<file path="config.mk">
export PLATFORM = sky130hd
export DESIGN_NAME = ptw_mem_responder_flat
export DESIGN_NICKNAME = d
export VERILOG_FILES = /design/src/rtl/ptw_mem_responder_pkg.sv /design/src/rtl/ptw_mem_responder_if.sv /design/src/rtl/ptw_mem_responder_pte_buf.sv /design/src/rtl/ptw_mem_responder.sv /design/src/flat_wrapper.sv
export SDC_FILE = /design/constraint.sdc
export NUM_CORES = 1
export LEC_CHECK = 0
export ABC_CLOCK_PERIOD_IN_PS = 10900
export BUFFER_PORTS_ARGS = -buffer_cell sky130_fd_sc_hd__buf_2
export CORE_MARGIN = 2
export CORE_UTILIZATION = 55
export CTS_CLUSTER_DIAMETER = 80
export DETAILED_ROUTE_END_ITERATION = 12
export GPL_TIMING_DRIVEN = 0
export HOLD_SLACK_MARGIN = 0.08
export PLACE_DENSITY = 0.8
export SYNTH_ARGS = -nofsm -noshare
export SYNTH_HDL_FRONTEND = slang
export SYNTH_HIERARCHICAL = 1
export SYNTH_SLANG_ARGS = --single-unit
</file>
<file path="constraint.sdc">
create_clock -name clk -period 10.9 [get_ports clk]
set_clock_uncertainty 0.2 [all_clocks]
set_input_delay 0 -clock clk [delete_from_list [all_inputs] [get_ports clk]]
set_output_delay 0 -clock clk [all_outputs]
set_load 0.1 [all_outputs]
</file>
<file path="src/rtl/ptw_mem_responder_pkg.sv">
// ============================================================================
//  Package     : ptw_pkg
//  Description : Shared types and constants for the PTW memory responder.
//  Revision    : 1.0  initial release
// ============================================================================
`default_nettype none

package ptw_pkg;

    typedef enum logic [1:0] {
        IDLE  = 2'd0,
        REQ   = 2'd1,
        WAIT  = 2'd2,
        DRAIN = 2'd3
    } ptw_rsp_state_t;

    localparam int          PTE_BYTES     = 8;
    localparam logic [63:0] PTE_ERR_VALUE = 64'h0;

    // Tags are stored zero-extended so one entry type serves any ADDR_W up to 64
    localparam int PTE_TAG_MAX_W = 64;

    typedef struct packed {
        logic                     valid;
        logic [PTE_TAG_MAX_W-1:0] tag;
        logic [63:0]              data;
    } pte_buf_entry_t;

endpackage

`default_nettype wire

</file>
<file path="src/rtl/ptw_mem_responder_if.sv">
// ============================================================================
//  Interface   : ptw_mem_responder_if
//  Description : req/gnt/rvalid memory read bus between responder and memory.
//  Revision    : 1.0  initial release
// ============================================================================
`default_nettype none

interface ptw_mem_responder_if #(
    parameter int ADDR_W = 64,
    parameter int DATA_W = 64
);
    logic              mem_req;
    logic [ADDR_W-1:0] mem_addr;
    logic              mem_gnt;
    logic              mem_rvalid;
    logic [DATA_W-1:0] mem_rdata;
    logic              mem_err;

    modport master (
        output mem_req,
        output mem_addr,
        input  mem_gnt,
        input  mem_rvalid,
        input  mem_rdata,
        input  mem_err
    );

    modport slave (
        input  mem_req,
        input  mem_addr,
        output mem_gnt,
        output mem_rvalid,
        output mem_rdata,
        output mem_err
    );
endinterface

`default_nettype wire

</file>
<file path="src/rtl/ptw_mem_responder_pte_buf.sv">
// ============================================================================
//  Module      : ptw_pte_buf
//  Description : PTE result store with lookup/fill/flush. One entry by default;
//                four fully associative round-robin entries with PTE_BUF_EN.
//  Revision    : 1.0  initial release
// ============================================================================
`default_nettype none

module ptw_pte_buf
    import ptw_pkg::*;
#(
    parameter int TAG_W  = 61,
    parameter int DATA_W = 64
) (
    input  wire logic              clk,
    input  wire logic              rst,
    input  wire logic              flush,
    input  wire logic [TAG_W-1:0]  lookup_tag,
    output logic                   hit,
    output logic [DATA_W-1:0]      rdata,
    input  wire logic              fill_en,
    input  wire logic [TAG_W-1:0]  fill_tag,
    input  wire logic [DATA_W-1:0] fill_data
);

`ifdef PTE_BUF_EN
    localparam int c_ENTRIES = 4;
`else
    localparam int c_ENTRIES = 1;
`endif
    localparam int c_IDX_W = (c_ENTRIES > 1) ? $clog2(c_ENTRIES) : 1;

    pte_buf_entry_t               r_entry [c_ENTRIES];
    logic [PTE_TAG_MAX_W-1:0]     w_lookup_tag;
    logic [PTE_TAG_MAX_W-1:0]     w_fill_tag;
    logic [c_IDX_W-1:0]           w_victim;
    logic                         w_write;

    assign w_lookup_tag = PTE_TAG_MAX_W'(lookup_tag);
    assign w_fill_tag   = PTE_TAG_MAX_W'(fill_tag);
    // A flush in the same cycle as a fill discards the fill
    assign w_write      = fill_en & ~flush;

`ifdef PTE_BUF_EN
    logic [c_IDX_W-1:0] r_rr;

    always_ff @(posedge clk) begin
        if (rst) begin
            r_rr <= '0;
        end else if (w_write) begin
            r_rr <= r_rr + 1'b1;
        end
    end

    assign w_victim = r_rr;
`else
    assign w_victim = '0;
`endif

    always_ff @(posedge clk) begin
        if (rst) begin
            for (int i = 0; i < c_ENTRIES; i++) begin
                r_entry[i] <= '0;
            end
        end else if (flush) begin
            for (int i = 0; i < c_ENTRIES; i++) begin
                r_entry[i].valid <= 1'b0;
            end
        end else if (w_write) begin
            r_entry[w_victim] <= '{valid: 1'b1, tag: w_fill_tag, data: 64'(fill_data)};
        end
    end

    always_comb begin
        hit   = 1'b0;
        rdata = '0;
        for (int i = 0; i < c_ENTRIES; i++) begin
            if (r_entry[i].valid && (r_entry[i].tag == w_lookup_tag)) begin
                hit   = 1'b1;
`ifdef PTE_BUF_EN
                rdata = DATA_W'(r_entry[i].data);
`endif
            end
        end
`ifndef PTE_BUF_EN
        rdata = DATA_W'(r_entry[0].data);
`endif
    end

endmodule

`default_nettype wire

</file>
<file path="src/rtl/ptw_mem_responder.sv">
// ============================================================================
//  Module      : ptw_mem_responder
//  Description : Serves page-table-walker PTE reads over a req/gnt/rvalid bus,
//                stalling the walker until the PTE is buffered. Define
//                PTE_BUF_EN for a 4-entry PTE buffer instead of one register.
//  Revision    : 1.0  initial release
// ============================================================================
`default_nettype none

module ptw_mem_responder
    import ptw_pkg::*;
#(
    parameter int ADDR_W  = 64,
    parameter int DATA_W  = 64,
    parameter int TIMEOUT = 255
) (
    input  wire logic              clk,
    input  wire logic              rst,
    input  wire logic [ADDR_W-1:0] ptw_addr,
    input  wire logic              ptw_ren,
    output logic [DATA_W-1:0]      ptw_rdata,
    output logic                   ptw_stall,
    input  wire logic              flush,
    ptw_mem_responder_if.master    mem,
    output logic                   err_pulse
);

    localparam int c_OFF_W = $clog2(PTE_BYTES);
    localparam int c_TAG_W = ADDR_W - c_OFF_W;
    localparam int c_CNT_W = $clog2(TIMEOUT + 1);
    localparam logic [c_CNT_W-1:0] c_CNT_LAST = c_CNT_W'(TIMEOUT - 1);

    ptw_rsp_state_t       r_state;
    ptw_rsp_state_t       w_state_nxt;
    logic [c_TAG_W-1:0]   r_tag;
    logic [c_CNT_W-1:0]   r_cnt;
    logic                 r_drop;
    logic                 r_err_pulse;

    logic [c_TAG_W-1:0]   w_addr_tag;
    logic                 w_unused_addr_lsb;
    logic                 w_hit;
    logic                 w_miss;
    logic                 w_start;
    logic                 w_rsp;
    logic                 w_timeout;
    logic                 w_fill_en;
    logic [DATA_W-1:0]    w_fill_data;
    logic                 w_err;
    logic                 w_drop_set;

    assign w_addr_tag        = ptw_addr[ADDR_W-1:c_OFF_W];
    assign w_unused_addr_lsb = ^ptw_addr[c_OFF_W-1:0];
    assign w_miss            = ptw_ren & ~w_hit;
    assign ptw_stall         = w_miss;

    assign mem.mem_req  = (r_state == REQ);
    assign mem.mem_addr = {r_tag, {c_OFF_W{1'b0}}};
    assign err_pulse    = r_err_pulse;

    always_ff @(posedge clk) begin
        if (rst) begin
            r_state <= IDLE;
        end else begin
            r_state <= w_state_nxt;
        end
    end

    always_comb begin
        w_state_nxt = r_state;
        case (r_state)
            IDLE:    if (w_miss) w_state_nxt = REQ;
            // gnt with rvalid in the same cycle completes straight from REQ
            REQ:     if (mem.mem_gnt) w_state_nxt = mem.mem_rvalid ? IDLE : WAIT;
            WAIT: begin
                if (mem.mem_rvalid)            w_state_nxt = IDLE;
                else if (r_cnt == c_CNT_LAST)  w_state_nxt = DRAIN;
            end
            DRAIN:   if (mem.mem_rvalid) w_state_nxt = IDLE;
            default: w_state_nxt = IDLE;
        endcase
    end

    always_comb begin
        w_start    = 1'b0;
        w_rsp      = 1'b0;
        w_timeout  = 1'b0;
        w_drop_set = 1'b0;
        case (r_state)
            IDLE:  w_start = w_miss;
            REQ: begin
                w_rsp      = mem.mem_gnt & mem.mem_rvalid;
                w_drop_set = flush;
            end
            WAIT: begin
                w_rsp      = mem.mem_rvalid;
                w_timeout  = ~mem.mem_rvalid & (r_cnt == c_CNT_LAST);
                w_drop_set = flush;
            end
            default: ;
        endcase
        w_fill_en   = (w_rsp | w_timeout) & ~r_drop;
        w_fill_data = (w_timeout | mem.mem_err) ? DATA_W'(PTE_ERR_VALUE) : mem.mem_rdata;
        w_err       = w_timeout | (w_rsp & mem.mem_err);
    end

    always_ff @(posedge clk) begin
        if (rst) begin
            r_tag       <= '0;
            r_cnt       <= '0;
            r_drop      <= 1'b0;
            r_err_pulse <= 1'b0;
        end else begin
            if (w_start) begin
                r_tag <= w_addr_tag;
            end
            if ((r_state == REQ) && mem.mem_gnt) begin
                r_cnt <= '0;
            end else if (r_state == WAIT) begin
                r_cnt <= r_cnt + 1'b1;
            end
            // A flush while a fetch is in flight makes its response stale
            if (w_state_nxt == IDLE) begin
                r_drop <= 1'b0;
            end else if (w_drop_set) begin
                r_drop <= 1'b1;
            end
            r_err_pulse <= w_err;
        end
    end

    ptw_pte_buf #(
        .TAG_W  (c_TAG_W),
        .DATA_W (DATA_W)
    ) u_pte_buf (
        .clk        (clk),
        .rst        (rst),
        .flush      (flush),
        .lookup_tag (w_addr_tag),
        .hit        (w_hit),
        .rdata      (ptw_rdata),
        .fill_en    (w_fill_en),
        .fill_tag   (r_tag),
        .fill_data  (w_fill_data)
    );

endmodule

`default_nettype wire

</file>
<file path="src/flat_wrapper.sv">
// flat-port wrapper written by rule: the top's interface ports become plain ports
module ptw_mem_responder_flat import ptw_pkg::*;
#(
    parameter int ADDR_W  = 64,
    parameter int DATA_W  = 64,
    parameter int TIMEOUT = 255
)
  (clk, rst, ptw_addr, ptw_ren, ptw_rdata, ptw_stall, flush, err_pulse, mem_mem_req, mem_mem_addr, mem_mem_gnt, mem_mem_rvalid, mem_mem_rdata, mem_mem_err);
  ptw_mem_responder_if #(.ADDR_W(ADDR_W), .DATA_W(DATA_W)) mem_i ();
  input  wire logic clk;
  input  wire logic rst;
  input  wire logic [ADDR_W-1:0] ptw_addr;
  input  wire logic ptw_ren;
  output logic [DATA_W-1:0] ptw_rdata;
  output logic ptw_stall;
  input  wire logic flush;
  output logic err_pulse;
  output wire logic [$bits(mem_i.mem_req)-1:0] mem_mem_req;
  output wire logic [$bits(mem_i.mem_addr)-1:0] mem_mem_addr;
  input wire logic [$bits(mem_i.mem_gnt)-1:0] mem_mem_gnt;
  input wire logic [$bits(mem_i.mem_rvalid)-1:0] mem_mem_rvalid;
  input wire logic [$bits(mem_i.mem_rdata)-1:0] mem_mem_rdata;
  input wire logic [$bits(mem_i.mem_err)-1:0] mem_mem_err;
  assign mem_mem_req = mem_i.mem_req;
  assign mem_mem_addr = mem_i.mem_addr;
  assign mem_i.mem_gnt = mem_mem_gnt;
  assign mem_i.mem_rvalid = mem_mem_rvalid;
  assign mem_i.mem_rdata = mem_mem_rdata;
  assign mem_i.mem_err = mem_mem_err;
  ptw_mem_responder #(.ADDR_W(ADDR_W), .DATA_W(DATA_W), .TIMEOUT(TIMEOUT)) u_core (.clk(clk), .rst(rst), .ptw_addr(ptw_addr), .ptw_ren(ptw_ren), .ptw_rdata(ptw_rdata), .ptw_stall(ptw_stall), .flush(flush), .mem(mem_i), .err_pulse(err_pulse));
endmodule
</file>
==> results.json <==
{
  "outcome": "complete, no violations",
  "grt_pass1_vias": 7436,
  "period_needed_ns": 4.14,
  "setup_tns_ns": 0,
  "min_path_type": "in -> reg",
  "regArea_um2": 5250,
  "clk_pin_slew_ns": 0.07,
  "combinationalPowerShare_pct": 35.0,
  "avgSynthCellArea_um2": 10.9,
  "die_w_um": 133,
  "synth_warnings": 6,
  "internal_power_uw": 1450,
  "firstDrtPassIters": 5,
  "antenna_found_initial": 0,
  "worstPathRequired_ns": 11.08,
  "synth_area_leaders": "edfxtp_1, dfxtp_1, and2_1",
  "cts_tree": "built",
  "vias": 7492,
  "drive_gt1_share_pct": 34.4,
  "slew_headroom_pct": 41.8,
  "clkSinkCount": 199,
  "setup_viol": 0,
  "rr_endpoint": "u_core/r_drop",
  "wl_mm": 25.4,
  "crit_start": "u_core/u_pte_buf/r_entry[0][64]",
  "hpwl_mm": 16.0,
  "endpoint_kind": "flip-flop",
  "die-area_um2": 17600,
  "synth_seq_cells": 199,
  "area_delta_synth_final_pct": 40.4,
  "drcViolationCount": 0,
  "fill_cells": 1037,
  "post_drt_wl_per_cell_um": 17.0,
  "power_density_nw_per_um2": 190,
  "reg2regPathDepth": 10,
  "maxCapViolCount": 0,
  "syn_inst": 834,
  "rrSetupSlack_ns": 6.76,
  "r2r-start": "u_core/u_pte_buf/r_entry[0][64]",
  "coreArea_um2": 16300,
  "seqPwrFrac_pct": 38.1,
  "report.final.hold_viol_count": 0,
  "post_cts_resize_count": 0,
  "yosys.area.top_type": "edfxtp_1",
  "crit_arrival_ns": 4.32,
  "rsz0062_at_grt": "false",
  "root_buffer": "clkbuf_16",
  "die_y_um": 133,
  "initial_core_util_pct": 55.6,
  "postCtsSetupBuffers": 0,
  "grt_usage_pct": 28.8,
  "worst_pin_slew_ns": 0.851,
  "overflow": 0,
  "postRouteAntennaNets": 0,
  "p_switching_uw": 974,
  "layout.nets": 1401,
  "cts_made_buffers": 17,
  "swShare_pct": 40.2,
  "leakage_uw": 0.00566,
  "grt_pass1_wl_mm": 39.1,
  "max_freq_mhz": 241,
  "timing.hold.ws_ns": 0.176,
  "crit_end": "u_core/r_drop",
  "yosysTopAreaCellShare_pct": 41.6,
  "gp_congestion": 0.873,
  "cts_buffer_depth": 2,
  "clkPwrFrac_pct": 27.0,
  "ys_seq_area_share_pct": 57.7,
  "synth_cell_types": 40,
  "vdd_drop_max_uv": 166,
  "synth.cell_area_um2": 9100,
  "multi_input_area_um2": 3140,
  "worstSkewPairLatency_ns": 0.43,
  "htree_levels": 4,
  "finalCritPeriodShare_pct": 38.0,
  "grt_max_degree": 48,
  "rows": 47,
  "ioPinCount": 266,
  "start_kind": "flip-flop",
  "drv_slew": 0,
  "drt-initial-drc-count": 658,
  "port-buffer-count": 259,
  "path_class": "reg -> reg",
  "cp_max_fo": 5,
  "detail_route.vias_per_cell": 5.02
}
## cell usage after synthesis, drive strengths merged
master	count
a211oi	3
nor3b	2
a21oi	64
nand2	129
a221oi	2
a31oi	1
nor2b	1
or2	1
nand2b	3
ha	7
inv	11
dfxtp	73
nor2	11
a211o	1
conb	1
or3	4
xnor2	18
nor4	13
o22ai	5
nor3	2
a2111oi	1
a222oi	1
buf	78
o21ai	3
nand3	2
and2	190
clkbuf	30
xor2	41
a41oi	1
nand4	9
edfxtp	126
## kinds of logic after synthesis
kind of cell / count (synthesis) / synth area share, %
other cells: 1 / 0.0412
buf+inv: 119 / 7.94
xor+xnor: 59 / 5.68
compound gates: 82 / 4.94
fa+ha+maj: 7 / 0.963
simple gates: 367 / 22.8
flops: 199 / 57.7
## flip-flops by register name, indices dropped and copies added, names as in the netlist
signal and cells:
u_core/u_pte_buf/r_entry 126, u_core/r_tag 61, u_core/r_cnt 8, u_core/r_state 2, u_core/err_pulse 1, u_core/r_drop 1
## power by group through the flow
stage / sequential, uW / combinational [uW] / clock (uW)
finish: 923 / 848 / 654
global route: 932 / 883 / 689
CTS: 921 / 833 / 660
detailed placement: 937 / 779 / 0
global placement: 937 / 769 / 0
floorplan: 1230 / 323 / 0
## area by class of cell
class	instances	share of cell area [%]
clock inverter	11	1.17
antenna	1	0.0196
multi-input combinational	518	24.6
buffer	108	5.33
inverter	11	0.323
sequential	199	41.1
timing repair buffer	404	21.7
clock buffer	21	3.61
tap	220	2.16
## through the flow
step	area, um^2	utilization (%)	std cells	worst slack (ns)	power (uW)
floorplan	9100	-	836	6.43	1550
global route	12800	78.1	1492	6.58	2500
detailed placement	10700	65.6	1317	6.98	1720
CTS	12800	78.1	1492	6.86	2410
global placement	10700	65.3	1315	5.48	1710
finish	12800	78.1	1493	6.76	2430
## how the worst min path moves through the flow
stage / start / to / slack [ns] / cells past startpoint
final: ptw_addr[16] / u_core/r_tag[13] / 0.18 / 4
after global routing: ptw_addr[21] / u_core/r_tag[18] / 0.17 / 4
after CTS: ptw_addr[37] / u_core/r_tag[34] / 0.15 / 4
after detailed placement: ptw_addr[50] / u_core/r_tag[47] / 0.06 / 3
after global placement: ptw_addr[50] / u_core/r_tag[47] / 0.06 / 3
after floorplan: ptw_addr[25] / u_core/r_tag[22] / -0.06 / 2
## layout by cell type (no fill, tap or decap), types with 2 or more instances in the layout
| master | count |
|---|---|
| conb_1 | 3 |
| or3_1 | 2 |
| buf_4 | 68 |
| nor3_1 | 2 |
| nor4_2 | 2 |
| ha_1 | 7 |
| nand4_1 | 8 |
| xnor2_1 | 18 |
| buf_2 | 269 |
| clkinv_2 | 3 |
| bufinv_16 | 3 |
| nor4_1 | 10 |
| o21ai_0 | 3 |
| a211oi_1 | 3 |
| edfxtp_1 | 126 |
| or3_2 | 2 |
| clkbuf_16 | 17 |
| nor2_1 | 10 |
| dlygate4sd3_1 | 143 |
| clkbuf_8 | 2 |
| inv_6 | 2 |
| xor2_1 | 41 |
| and2_2 | 53 |
| a21oi_1 | 64 |
| inv_1 | 11 |
| nand2_1 | 129 |
| dfxtp_1 | 73 |
| o22ai_1 | 5 |
| clkbuf_2 | 6 |
| a221oi_1 | 2 |
| clkinv_4 | 3 |
| and2_1 | 137 |
| clkbuf_1 | 26 |
| nand2b_1 | 3 |
| nand3_1 | 2 |
## per-layer routing
layer,share of wire (%),GRT usage (%)
met1,40,35.9
met2,50,49.7
met3,6.0,5.29
met4,3.5,11.6
met5,0,0
## critical path: stages (launching register included)
cell and delay (ns):
edfxtp_1 0.39, xor2_1 0.18, nor4_1 0.59, nand4_1 0.24, nor4_2 0.47, nor2b_1 0.18, nand2b_1 0.21, a211o_1 0.30
dlygate4sd3_1 0.56, o22ai_1 0.20, dlygate4sd3_1 0.57
## timing repair
action,CTS,global route
hold buffers,143,0
setup endpoints to repair,0,0
endpoints found under the hold margin,139,0
(Power assumes the default switching activity.)
